[config.mk]
export PLATFORM = sky130hd
export DESIGN_NAME = ahb_burst_fsm
export DESIGN_NICKNAME = d
export VERILOG_FILES = /design/src/rtl/ahb_burst_fsm.sv
export SDC_FILE = /design/constraint.sdc
export NUM_CORES = 1
export LEC_CHECK = 0
export CELL_PAD_IN_SITES_DETAIL_PLACEMENT = 1
export CELL_PAD_IN_SITES_GLOBAL_PLACEMENT = 1
export CORE_MARGIN = 5
export CORE_UTILIZATION = 30
export CTS_CLUSTER_DIAMETER = 100
export DETAILED_ROUTE_END_ITERATION = 7
export PLACE_DENSITY = 0.89
export SLEW_MARGIN = 20
export SYNTH_ARGS = -nofsm -noshare
export SYNTH_HDL_FRONTEND = slang
export SYNTH_SLANG_ARGS = --single-unit
[constraint.sdc]
create_clock -name HCLK -period 3 [get_ports HCLK]
set_input_delay 0.3 -clock HCLK [delete_from_list [all_inputs] [get_ports HCLK]]
set_output_delay 0.3 -clock HCLK [all_outputs]
set_load 0.02 [all_outputs]
[src/rtl/ahb_burst_fsm.sv]
// ahb_burst_fsm
//   AHB manager-side sequencer for a cached core. It issues uncached single
//   reads/writes and cache-line fetch/writeback bursts, tracks the active data
//   beat and tells the core when it must stall.
//
// Parameters
//   BEATSPERLINE  beats per cache line (4, 8 or 16)
//   BURSTEN       1: line transfers use INCRn with SEQ beats
//                 0: every line beat is its own SINGLE NONSEQ transfer
//
// Ports
//   HCLK          clock, shared with the core
//   reset         synchronous, active-high reset
//   Stall         core pipeline stalled (holds the *_DONE states)
//   Flush         blocks the start of a new transaction
//   BusRW         uncached access request: 10 read, 01 write
//   CacheRW       cache-line request: 10 fetch, 01 writeback
//   HREADY        AHB subordinate ready
//   HTRANS        AHB transfer type (00 IDLE, 10 NONSEQ, 11 SEQ)
//   HWRITE        AHB write
//   HBURST        AHB burst type
//   BeatCount     index of the line beat whose data phase is active
//   CaptureEn     HRDATA is valid for the current beat
//   CacheBusAck   line transfer complete
//   BusStall      bus busy, core must stall
//   BusCommitted  transaction in flight, interrupts not allowed
//
// States
//   ADR_PHASE       | idle; address phase of a new transfer may be issued
//   DATA_PHASE      | data phase of an uncached single transfer
//   DATA_DONE       | single transfer finished, waiting for Stall to drop
//   CACHE_FETCH     | line fill beats in flight
//   CACHE_WRITEBACK | line writeback beats in flight
//   CACHE_DONE      | line transfer finished, waiting for Stall to drop

module ahb_burst_fsm #(
    parameter int BEATSPERLINE = 4,
    parameter bit BURSTEN      = 1'b1,
    localparam int LOGBEATS    = $clog2(BEATSPERLINE)
) (
    input  logic                HCLK,
    input  logic                reset,
    input  logic                Stall,
    input  logic                Flush,
    input  logic [1:0]          BusRW,
    input  logic [1:0]          CacheRW,
    input  logic                HREADY,
    output logic [1:0]          HTRANS,
    output logic                HWRITE,
    output logic [2:0]          HBURST,
    output logic [LOGBEATS-1:0] BeatCount,
    output logic                CaptureEn,
    output logic                CacheBusAck,
    output logic                BusStall,
    output logic                BusCommitted
);

    typedef enum logic [2:0] {
        ADR_PHASE,
        DATA_PHASE,
        DATA_DONE,
        CACHE_FETCH,
        CACHE_WRITEBACK,
        CACHE_DONE
    } state_t;

    localparam logic [1:0] TRANS_IDLE   = 2'b00;
    localparam logic [1:0] TRANS_NONSEQ = 2'b10;
    localparam logic [1:0] TRANS_SEQ    = 2'b11;

    // INCR4 / INCR8 / INCR16
    localparam logic [2:0] BURST_LINE = (BEATSPERLINE == 16) ? 3'b111 :
                                        (BEATSPERLINE == 8)  ? 3'b101 : 3'b011;
    localparam logic [LOGBEATS-1:0] LAST_BEAT = LOGBEATS'(BEATSPERLINE - 1);

    state_t              state_q, state_d;
    logic [LOGBEATS-1:0] beat_count_q, beat_count_d;

    logic bus_req;
    logic cache_req;
    logic in_cache;
    logic last_beat;

    assign bus_req   = |BusRW;
    assign cache_req = |CacheRW;
    assign in_cache  = (state_q == CACHE_FETCH) || (state_q == CACHE_WRITEBACK);
    assign last_beat = (beat_count_q == LAST_BEAT);

    always_comb begin
        state_d = state_q;
        case (state_q)
            ADR_PHASE: begin
                // Flush only acts here: once a transfer is on the bus it must finish.
                if (HREADY && !Flush) begin
                    if (bus_req)                 state_d = DATA_PHASE;
                    else if (CacheRW == 2'b10)   state_d = CACHE_FETCH;
                    else if (CacheRW == 2'b01)   state_d = CACHE_WRITEBACK;
                end
            end
            DATA_PHASE: begin
                if (HREADY) state_d = DATA_DONE;
            end
            CACHE_FETCH, CACHE_WRITEBACK: begin
                if (HREADY && last_beat) state_d = CACHE_DONE;
            end
            DATA_DONE, CACHE_DONE: begin
                if (!Stall) state_d = ADR_PHASE;
            end
            default: state_d = ADR_PHASE;
        endcase
    end

    // The increment out of the last beat coincides with leaving the cache
    // state, so the counter is cleared there instead of wrapping.
    always_comb begin
        beat_count_d = '0;
        if (in_cache) begin
            if (!HREADY)        beat_count_d = beat_count_q;
            else if (!last_beat) beat_count_d = beat_count_q + LOGBEATS'(1);
        end
    end

    always_ff @(posedge HCLK) begin
        if (reset) begin
            state_q      <= ADR_PHASE;
            beat_count_q <= '0;
        end else begin
            state_q      <= state_d;
            beat_count_q <= beat_count_d;
        end
    end

    always_comb begin
        HTRANS = TRANS_IDLE;
        HWRITE = 1'b0;
        HBURST = 3'b000;
        case (state_q)
            ADR_PHASE: begin
                if (HREADY && (bus_req || cache_req) && !Flush) HTRANS = TRANS_NONSEQ;
                HWRITE = bus_req ? BusRW[0] : CacheRW[0];
                if (BURSTEN && !bus_req && cache_req) HBURST = BURST_LINE;
            end
            DATA_PHASE: begin
                HWRITE = BusRW[0];
            end
            CACHE_FETCH, CACHE_WRITEBACK: begin
                // In beat k's data phase the address of beat k+1 is issued;
                // the last data beat has no further address.
                if (!last_beat) HTRANS = BURSTEN ? TRANS_SEQ : TRANS_NONSEQ;
                HWRITE = (state_q == CACHE_WRITEBACK);
                if (BURSTEN) HBURST = BURST_LINE;
            end
            default: ;
        endcase
    end

    assign BeatCount    = beat_count_q;
    assign CaptureEn    = HREADY && ((state_q == DATA_PHASE) || (state_q == CACHE_FETCH));
    assign CacheBusAck  = (state_q == CACHE_DONE);
    assign BusStall     = ((state_q == ADR_PHASE) && (bus_req || cache_req)) ||
                          (state_q == DATA_PHASE) || in_cache;
    assign BusCommitted = (state_q != ADR_PHASE);

endmodule

==> metrics.yaml <==
min_path_cells: 2
vias: 508
min_path_type: "reg2reg"
clock-sinks: 5
synth_edf_count: 0
ctsHoldBuffers: 0
min_period_over_period_pct: 85.4
tns_ps: 0
drtAntennaViolNets: 0
grt_pass1_vias: 490
critPathSlowestCell: "clkdlybuf4s50_1"
multi_input_area_um2: 342
synth_cell_types: 26
post_cts_resized: 0
gp_congestion: 0.739
clk_pin_slew_ps: 40
cp_slowest_stage_delay_ps: 590
hold_slack_ps: 556
seqCellArea_um2: 100
port_buffers: 19
fillCellCount: 192
finalWirelength_um: 1300
syn-instance-count: 64
cp_max_fo: 11
leakage_nw: 0.258
rsz0062_at_grt: "false"
async_flop_share_pct: 0
drt_first_iter_violations: 6
cp_cell_sequence: "and2b_4, a22oi_1, o21ai_0, clkdlybuf4s50_1"
io_pins: 21
cts-root-buf: "clkbuf_4"
grt.total_usage_pct: 10.7
max-slew-margin-rel_pct: 66.0
powerDensity_nw_per_um2: 481
rows: 14
area_delta_synth_final_pct: 38.8
worstSetupEndpointType: "output port"
synth_area_leaders: "dfxtp_1 (20%), nor3_1 (8.0%), a21oi_1 (7.0%)"
cts_setup_buffers: 0
peakVddDrop_mv: 0.198
startpoint_type: "register"
cp.arrival_ps: 2260
diodes: 0
synth_seq_cells: 5
final_core_util_pct: 45.0
clock_latency_ps: 240
synth_largest_area_cell: "dfxtp_1"
numCtsBuffers: 3
grt_max_degree: 13
netlist_area_um2: 499
cap_viol_max_count: 0
core-area_um2: 1540
cp.required_ps: 2700
post-dp-hpwl_um: 1040
clock_path_buffers: 2
htree_levels: 1
hold_viol: 0
criticalPathCategory: "reg2out"
fmax_mhz: 390
period_minus_slack_ps: 2560
route.detailed.drc: 0
grt_pass1_wl_um: 2170
reg2reg_depth: 5
r2r_slack_ps: 1270
vias_per_cell: 5.18
fp.dieW_um: 50.8
skew_ps: 1.09
status: "complete, no violations"
synth.avg_cell_area_um2: 7.80
seq_area_frac_synth_pct: 20.1
synthDominantCellAreaShare_pct: 20.1
start_util_pct: 32.4
dieArea_um2: 2580
synth_common_cells: "nor2_1 (8), nor3_1 (8), a21oi_1 (7), dfxtp_1 (5), inv_1 (4)"
dp_slack_ps: 685
final_nets: 93
syn_nets: 74
finalSetupViolations: 0
layout_setup_ws_ps: 438
slew_viol_final: 0
antenna_found_initial: 0
yosys_warnings: 0
cts_tree: "yes"
fp.dieH_um: 50.8
drive_above_1_share_pct: 11.0
ys.flop_type: "dfxtp_1"
gr-total-overflow: 0
dr.pass1.iters: 3
wl_per_cell_um: 13.2
tightestPinTransition_ps: 510
## layout make-up
class | instances | share of cell area (%)
multi-input combinational | 50 | 49.3
timing repair buffer | 19 | 27.4
sequential | 5 | 14.4
clock buffer | 4 | 3.79
tap | 16 | 2.89
inverter | 4 | 2.17
## final timing paths
path,startpoint,endpoint
max,state_q[2]$_SDFFE_PP0P_,HBURST[0]
min reg2reg,BeatCount[1]$_SDFFE_PP0P_,BeatCount[1]$_SDFFE_PP0P_
min,BeatCount[1]$_SDFFE_PP0P_,BeatCount[1]$_SDFFE_PP0P_
max reg2reg,state_q[2]$_SDFFE_PP0P_,state_q[2]$_SDFFE_PP0P_
## report_power, final
part           total, mW  internal, mW  switching (mW)
Sequential        0.0859        0.0717          0.0143
Combinational      0.171        0.0808          0.0905
Clock             0.0759        0.0502          0.0257
## per-stage QoR
stage | std cells | cell area [um2] | power [mW]
detailed placement | 94 | 667 | 0.259
finish | 98 | 693 | 0.333
global placement | 94 | 667 | 0.256
global route | 98 | 693 | 0.358
floorplan | 64 | 499 | 0.202
CTS | 98 | 693 | 0.338
## cell usage in the layout, fill, tap and decap left out, types with 2 or more instances in the layout
cell type	synthesis	layout
dfxtp_1	5	5
nor2b_1	3	3
nand2_1	3	3
inv_1	4	4
o21ai_0	2	2
a21oi_1	7	7
a211oi_1	2	2
clkdlybuf4s50_1	0	19
clkbuf_4	0	3
mux2i_1	3	3
nor3_1	8	8
a221oi_2	2	2
nor2_1	8	8
## cells by family after synthesis
kind of cell | share of synthesized area, %
DFF | 20.1
xor gates and xnor gates | 1.75
other | 0.751
adders and majority gates | 2.51
muxes | 6.02
buffers and inverters | 11.5
AOI/OAI and AO/OA | 31.8
and+or+nand+nor | 25.6
## critical path, delay by kind of cell (launching register included)
kind | cells | cell delay, ps
compound gates | 2 | 640
flops | 1 | 530
buf+inv | 1 | 590
simple gates | 1 | 270
## flip-flops by register name, summed over array words and instances, names as in the netlist
| name | flops |
|---|---|
| state_q | 3 |
| BeatCount | 2 |
## layer usage
metal,vias to the layer above,global-route usage [%],share of wire (%)
met4,0,6.38,0
li1,259,-,-
met5,-,0,0
met2,15,17.1,49
met1,234,12.8,45
met3,0,2.37,6.1
Power figures use the tool's default switching activity.
